$ cat config.mk
export PLATFORM = sky130hd
export DESIGN_NAME = linear_interp
export DESIGN_NICKNAME = d
export VERILOG_FILES = /design/src/rtl/linear_interp_pkg.sv /design/src/rtl/linear_interp.sv
export SDC_FILE = /design/constraint.sdc
export NUM_CORES = 1
export LEC_CHECK = 0
export ABC_AREA = 0
export CAP_MARGIN = 10
export CORE_MARGIN = 2
export CORE_UTILIZATION = 30
export DETAILED_ROUTE_END_ITERATION = 16
export GPL_TIMING_DRIVEN = 0
export HOLD_SLACK_MARGIN = 0.05
export PLACE_DENSITY = 0.47
export REMOVE_ABC_BUFFERS = 1
export SYNTH_ARGS = -nofsm -noshare
export SYNTH_HDL_FRONTEND = slang
export SYNTH_SLANG_ARGS = --single-unit
$ cat constraint.sdc
create_clock -name clk -period 2.3 [get_ports clk]
set_input_delay 0.46 -clock clk [delete_from_list [all_inputs] [get_ports clk]]
set_output_delay 0.46 -clock clk [all_outputs]
set_load 0.01 [all_outputs]
$ cat src/rtl/linear_interp_pkg.sv
// linear_interp_pkg: shared definitions for the linear interpolating upsampler.
//   state_t     : segment FSM states (EMPTY, WAIT, EMIT, TAIL)
//   delta_width : width of the signed difference between two samples
//   acc_width   : width of the signed interpolation accumulator
package linear_interp_pkg;

  typedef enum logic [1:0] {
    EMPTY,
    WAIT,
    EMIT,
    TAIL
  } state_t;

  // One extra bit so that (new - old) of two unsigned samples is representable.
  function automatic int delta_width(input int width);
    return width + 1;
  endfunction

  // Holds prev*F plus up to (F-1) signed deltas, plus a sign bit.
  function automatic int acc_width(input int width, input int log2_factor);
    return width + log2_factor + 1;
  endfunction

endpackage

$ cat src/rtl/linear_interp.sv
// linear_interp: streaming linear-interpolating upsampler.
// Every accepted input sample closes a segment [prev, nxt]; the block emits
// F = 2^LOG2_FACTOR samples floor(prev + k*(nxt-prev)/F), k = 0..F-1, and after
// the sample flagged in_last it emits that final sample once more.
// Ports:
//   clk, rst            : clock, synchronous active-high reset
//   in_valid/in_ready   : input handshake, in_data sample, in_last end of stream
//   out_valid/out_ready : output handshake, out_data interpolated sample
module linear_interp #(
  parameter int WIDTH       = 8,
  parameter int LOG2_FACTOR = 2
) (
  input  logic             clk,
  input  logic             rst,
  input  logic             in_valid,
  output logic             in_ready,
  input  logic [WIDTH-1:0] in_data,
  input  logic             in_last,
  output logic             out_valid,
  input  logic             out_ready,
  output logic [WIDTH-1:0] out_data
);

  import linear_interp_pkg::*;

  localparam int F       = 1 << LOG2_FACTOR;
  localparam int DELTA_W = delta_width(WIDTH);
  localparam int ACC_W   = acc_width(WIDTH, LOG2_FACTOR);
  // One extra bit keeps k non-zero-width when LOG2_FACTOR is 0.
  localparam int K_W     = LOG2_FACTOR + 1;
  localparam logic [K_W-1:0] K_LAST = K_W'(F - 1);

  state_t state, state_nxt;

  logic [WIDTH-1:0]          prev;
  logic [WIDTH-1:0]          nxt_sample;
  logic signed [DELTA_W-1:0] delta;
  logic signed [ACC_W-1:0]   acc;
  logic signed [ACC_W-1:0]   delta_ext;
  logic signed [ACC_W-1:0]   acc_next;
  logic [K_W-1:0]            k;
  logic                      last_flag;
  logic                      in_fire;
  logic                      out_fire;
  logic                      k_at_end;

  // in_ready depends on state only, so there is no path from out_ready.
  assign in_ready  = (state == EMPTY) || (state == WAIT);
  assign in_fire   = in_valid && in_ready;
  assign out_fire  = out_valid && out_ready;
  assign k_at_end  = (k == K_LAST);
  assign delta_ext = ACC_W'(delta);
  assign acc_next  = acc + delta_ext;

  always_ff @(posedge clk) begin
    if (rst) begin
      state <= EMPTY;
    end else begin
      state <= state_nxt;
    end
  end

  always_comb begin
    state_nxt = state;
    case (state)
      EMPTY: if (in_fire) state_nxt = in_last ? TAIL : WAIT;
      WAIT:  if (in_fire) state_nxt = EMIT;
      EMIT:  if (out_fire && k_at_end) state_nxt = last_flag ? TAIL : WAIT;
      TAIL:  if (out_fire) state_nxt = EMPTY;
      default: state_nxt = EMPTY;
    endcase
  end

  // The accumulator tracks prev*F + k*delta; since every output lies between
  // prev and nxt it is never negative, so dropping the low LOG2_FACTOR bits
  // is an exact floor division by F.
  always_ff @(posedge clk) begin
    if (rst) begin
      out_valid  <= 1'b0;
      out_data   <= '0;
      k          <= '0;
      acc        <= '0;
      prev       <= '0;
      delta      <= '0;
      nxt_sample <= '0;
      last_flag  <= 1'b0;
    end else begin
      case (state)
        EMPTY: begin
          if (in_fire) begin
            prev <= in_data;
            if (in_last) begin
              out_valid <= 1'b1;
              out_data  <= in_data;
            end
          end
        end
        WAIT: begin
          if (in_fire) begin
            delta      <= $signed({1'b0, in_data}) - $signed({1'b0, prev});
            acc        <= ACC_W'($signed({1'b0, prev})) <<< LOG2_FACTOR;
            k          <= '0;
            last_flag  <= in_last;
            nxt_sample <= in_data;
            out_valid  <= 1'b1;
            out_data   <= prev;
          end
        end
        EMIT: begin
          if (out_fire) begin
            if (!k_at_end) begin
              k        <= k + 1'b1;
              acc      <= acc_next;
              out_data <= WIDTH'(acc_next >>> LOG2_FACTOR);
            end else if (last_flag) begin
              out_data <= nxt_sample;
            end else begin
              prev      <= nxt_sample;
              out_valid <= 1'b0;
            end
          end
        end
        TAIL: begin
          if (out_fire) begin
            out_valid <= 1'b0;
          end
        end
        default: out_valid <= 1'b0;
      endcase
    end
  end

endmodule

Word level (Yosys, flattened, before mapping)
Cells that the tools add are included.
{"block": "op_classes", "n_addsub": 3, "n_mul": 0, "div_mod_pow": 0, "order_cmp": 0, "eq_ne": 14, "n_shift": 0, "n_mux": 35, "bitwise_logic": 0, "n_reduce_logical": 14}
{"operator": "8-bit two-way mux", "count": 10}
{"operator": "11-bit two-way mux", "count": 3}
{"operator": "8-bit one-hot mux with 3 select lines", "count": 1}
{"operator": "11-bit one-hot mux with 2 select lines", "count": 1}
{"operator": "2-bit inequality test (second input constant)", "count": 9}
{"operator": "8-bit one-hot mux with 2 select lines", "count": 1}
{"operator": "2-bit two-way mux", "count": 6}
{"operator": "11-bit by 9-bit adder with 11-bit output", "count": 1}
{"operator": "3-bit two-way mux", "count": 3}
{"operator": "8-bit by 8-bit subtractor with 9-bit output", "count": 1}
{"operator": "2-bit one-hot mux with 4 select lines", "count": 1}
{"operator": "4-bit AND reduction", "count": 2}
{"operator": "1-bit two-way mux", "count": 7}
{"operator": "7-bit AND reduction", "count": 1}
{"operator": "3-bit one-hot mux with 2 select lines", "count": 1}
{"operator": "6-bit AND reduction", "count": 1}
{"operator": "5-bit AND reduction", "count": 1}
{"operator": "2-bit equality test (second input constant)", "count": 2}
{"operator": "1-bit one-hot mux with 4 select lines", "count": 1}
{"operator": "2-bit nonzero test", "count": 2}
{"operator": "3-bit by 1-bit adder with 3-bit output (second input constant)", "count": 1}
{"operator": "3-bit by 2-bit equality test with 1-bit output (second input constant)", "count": 1}
{"operator": "1-bit logical AND", "count": 3}
{"operator": "3-bit inequality test (second input constant)", "count": 1}
{"operator": "other kinds (5)", "count": 5}
{"block": "totals", "regBits": 51, "latchBits": 0, "mem_bits_rw": 0, "romBits": 0, "input_bits": 13, "output_inout_bits": 10, "word_cells": 75, "n_memories": 0}

Depth between registers and ports, before layout
{"block": "depth", "depth_word": 5, "ltp_mapped": 9, "mapped_depth_nobuf": 9}

Least setup slack after synthesis
OpenSTA, ideal clock, no wires.
{"block": "synth_path", "path_kind": "in2reg", "from": "input in_data[0]", "to": "register delta[6]", "setup_time_ps": 132, "arrival_ps": 1847, "required_ps": 2168, "setup_slack_ps": 321, "cell_stages": 9, "n_path_buf": 0, "cell_sequence": "inv_1 > ha_1 > fa_1 > nor2b_1 > o31a_1 > o21ai_0 > and3_1 > o21ai_0 > a21oi_1"}
{"block": "synth_between", "elab_chain_cells": 1}
{"item": "from (decl)", "line": "linear_interp.sv:17", "rtl": "input logic [WIDTH-1:0] in_data,"}
{"item": "8-bit by 8-bit subtractor with 9-bit output", "line": "linear_interp.sv:100", "rtl": "delta <= $signed({1'b0, in_data}) - $signed({1'b0, prev});"}
{"item": "to (signal assigned)", "line": "linear_interp.sv:100"}
{"item": "to (decl)", "line": "linear_interp.sv:37", "rtl": "logic signed [DELTA_W-1:0] delta;"}
Every way passes these cells.
A chain may end at the register's enable or synchronous reset.

Final worst setup path
{"block": "layout_path", "from": "register state[1]", "to": "output in_ready"}
{"block": "layout_between", "elab_chain_cells": 2, "elab_cells_between_ends": 3, "classes_between": "1 x eq/ne; 2 x reduce/logical"}
{"item": "from (decl)", "line": "linear_interp.sv:33", "rtl": "state_t state, state_nxt;"}
{"item": "from (signal assigned)", "line": "linear_interp.sv:59", "rtl": "state <= state_nxt;"}
{"item": "2-bit by 1-bit equality test with 1-bit output or 2-bit zero test (tied branches)", "line": "linear_interp.sv:48", "rtl": "assign in_ready = (state == EMPTY) || (state == WAIT);"}
{"item": "1-bit logical OR (*)", "line": "linear_interp.sv:48"}
{"item": "to (decl)", "line": "linear_interp.sv:16", "rtl": "output logic in_ready,"}
Mark *: on every way between the ends. The rest lies on a longest branch, timed or not.

==> impl_metrics.tcl <==
set metrics [dict create \
    status "finished, final reports clean" \
    synthTopCellsByArea "dfxtp_1 (33%), ha_1 (9.4%), a21oi_1 (7.2%)" \
    synth_top_cell_area_share_pct 32.8 \
    coreArea_um2 9820 \
    clock_latency_ns 0.31 \
    skew_ns 0.00524 \
    synthFlopType "dfxtp_1" \
    drv_cap 0 \
    nets 451 \
    portBuffers 22 \
    worst_slew_pin_slew_ns 0.778 \
    clock-sinks 50 \
    cts_tree "built" \
    synth-async-reset-ratio_pct 0 \
    cts_inserted_buffers 5 \
    critical_path_class "reg -> out" \
    fp-row-count 36 \
    antenna_cells 0 \
    synth_cell_types 46 \
    hold_viol_final 0 \
    slew_viol_final 0 \
    yosysTopAreaCell "dfxtp_1" \
    fin_crit_ns 2.17 \
    seq_area_frac_synth_pct 32.8 \
    synthCells 394 \
    dp_cells 530 \
    ys_ff_latch 50 \
    cp.required_ns 1.84 \
    whs_ns 0.453 \
    hold_buffers 0 \
    drt-initial-drc-count 102 \
    cts-root-buf "clkbuf_8" \
    clk_pin_slew_ns 0.10 \
    instances_no_fill 547 \
    drive_gt1_share_pct 9.66 \
    wirelength_mm 8.49 \
    start_util_pct 31.1 \
    gr-total-overflow 0 \
    synth.yosys.warnings 0 \
    clock_path_buffers 2 \
    placed_area_um2 3410 \
    ir_worst_vdd_v 0.000778 \
    grt_setup_unrepaired "false" \
    grt_pass1_vias 2664 \
    gp_congestion 0.811 \
    power.density_nw_per_um2 1280 \
    grt.total_usage_pct 15.5 \
    post-route-drc-count 0 \
    synthesis.area_um2 3050 \
    crit_arrival_ns 1.71 \
    syn2layout_area_growth_pct 20.9 \
    grt_pass1_wl_mm 13.7 \
    relSlewSlack_pct 48.1 \
    hp-class "reg -> reg" \
    finalCoreUtilization_pct 37.5 \
    firstDrtPassIters 4 \
    dieWidth_um 105 \
    fmax_mhz 460 \
    die-area_um2 11000 \
    dp_hpwl_mm 5.83 \
    synth_edf_count 0 \
    period_share_pct 94.5 \
    ios 23 \
    antenna_found_initial 0 \
    via_count 2774 \
    crit_path_max_fanout 6 \
    fin_area_um2 3690 \
    grt_max_degree 29 \
    wl_per_cell_um 15.5 \
    die_h_um 105 \
    cp-start-kind "flip-flop" \
    avgSynthCellArea_um2 7.74 \
    finalSetupViolCount 0 \
    routed_via_density 5.07 \
    crit_path_end_kind "output pin" \
    ant_nets 0 \
    htreeDepth 2 \
    leakage_nw 1.37 \
]
==> placed cells by master (no fill, tap or decap), types with 7 or more instances in the layout <==
| cell type | netlist | layout |
|---|---|---|
| buf_4 | 0 | 8 |
| clkdlybuf4s50_1 | 0 | 18 |
| a211oi_1 | 13 | 12 |
| a21oi_1 | 44 | 43 |
| nand2_1 | 54 | 54 |
| o21ai_0 | 18 | 17 |
| nor2_1 | 36 | 35 |
| dfxtp_1 | 50 | 48 |
| inv_1 | 19 | 19 |
| nand3_1 | 21 | 21 |
| clkbuf_8 | 0 | 7 |
| xnor2_1 | 7 | 7 |
| mux2i_1 | 10 | 10 |
| ha_1 | 23 | 18 |
==> critical path, cell delays in order, from the launching register on <==
cell and delay [ns]:
dfxtp_2 0.39, inv_1 0.12, ha_4 0.20, nor2_1 0.14
inv_1 0.07, clkdlybuf4s50_1 0.47
==> stage by stage <==
step	power, mW	setup TNS [ns]	worst slack [ns]
2_1_floorplan	2.99	-14.18	-1.03
3_3_place_gp	3.76	-64.33	-2.78
3_5_place_dp	3.84	-10.71	-0.534
4_1_cts	4.60	0	0.0141
5_1_grt	5.10	0	0.0208
6_report	4.70	0	0.127
==> cell families after synthesis <==
| group | synth area share, % |
|---|---|
| AND/OR/NAND/NOR | 21.4 |
| adder cells (fa/ha/maj) | 10.8 |
| AO/OA/AOI/OAI | 22.5 |
| flip-flops | 32.8 |
| buffers and inverters | 5.62 |
| multiplexers | 4.02 |
| XOR/XNOR | 2.87 |
==> synthesized netlist by cell type (2+ instances only) <==
cell type and count:
and3_1 3, dfxtp_1 50, o21bai_1 2, nor2b_1 5, nand2b_1 3, nand3_1 21, or3_1 4, xnor2_1 7
o41ai_1 5, o21a_1 4, fa_1 2, mux2_2 2, mux2i_1 10, inv_1 19, nand4b_1 2, xor2_1 3
o211ai_1 2, o21ai_0 18, o31ai_1 2, a21oi_1 44, nor3_1 6, a21o_1 3, o22ai_1 6, and2_1 2
nand2_1 54, buf_2 5, a311oi_1 4, ha_1 23, buf_1 2, nand3b_1 2, clkbuf_1 14, nor2_1 36
a31oi_1 3, a211oi_1 13, o31a_1 2
==> flip-flops by register name, indices dropped and copies added, names as in the netlist <==
| register | cells |
|---|---|
| prev | 8 |
| out_data | 8 |
| nxt_sample | 8 |
| acc | 10 |
| delta | 9 |
| k | 3 |
| last_flag | 1 |
| out_valid | 1 |
| state | 2 |
==> power by group <==
group / internal [mW] / switching, mW
clock: 0.244 / 0.311
combinational: 1.21 / 1.58
sequential: 1.15 / 0.203
total: 2.60 / 2.10
==> layout make-up <==
| cell class | count | area (um2) |
|---|---|---|
| Fill cell | 1105 | 6130 |
| Multi-Input combinational cell | 302 | 1990 |
| Sequential cell | 50 | 1000 |
| Timing Repair Buffer | 34 | 359 |
| Tap cell | 133 | 166 |
| Clock buffer | 7 | 86.3 |
| Inverter | 20 | 75.1 |
| Clock inverter | 1 | 5.00 |
==> metal layers <==
metal | wire length (um) | global-route usage [%] | vias up
met5 | 0 | 0 | -
met3 | 189 | 2.06 | 7
met4 | 89 | 3.81 | 0
met2 | 3930 | 25.5 | 39
met1 | 4280 | 21.5 | 1302
li1 | - | - | 1426
==> path summary, 6_finish.rpt <==
check	start	end	slack, ns	depth (start not counted)
worst max-delay path	state[1]	in_ready	0.13	5
worst min-delay path	k[2]	k[2]	0.45	2
worst max register to register	k[0]	acc[8]	0.15	7
worst min register to register	k[2]	k[2]	0.45	2
==> repair_timing <==
item / CTS / global route
resized for setup: 16 / 11
pin swaps: 3 / 2
setup buffers: 5 / 4
gates cloned: 0 / 0
setup endpoints to repair: 32 / 9
No activity file was read; power rests on OpenSTA's default activity.
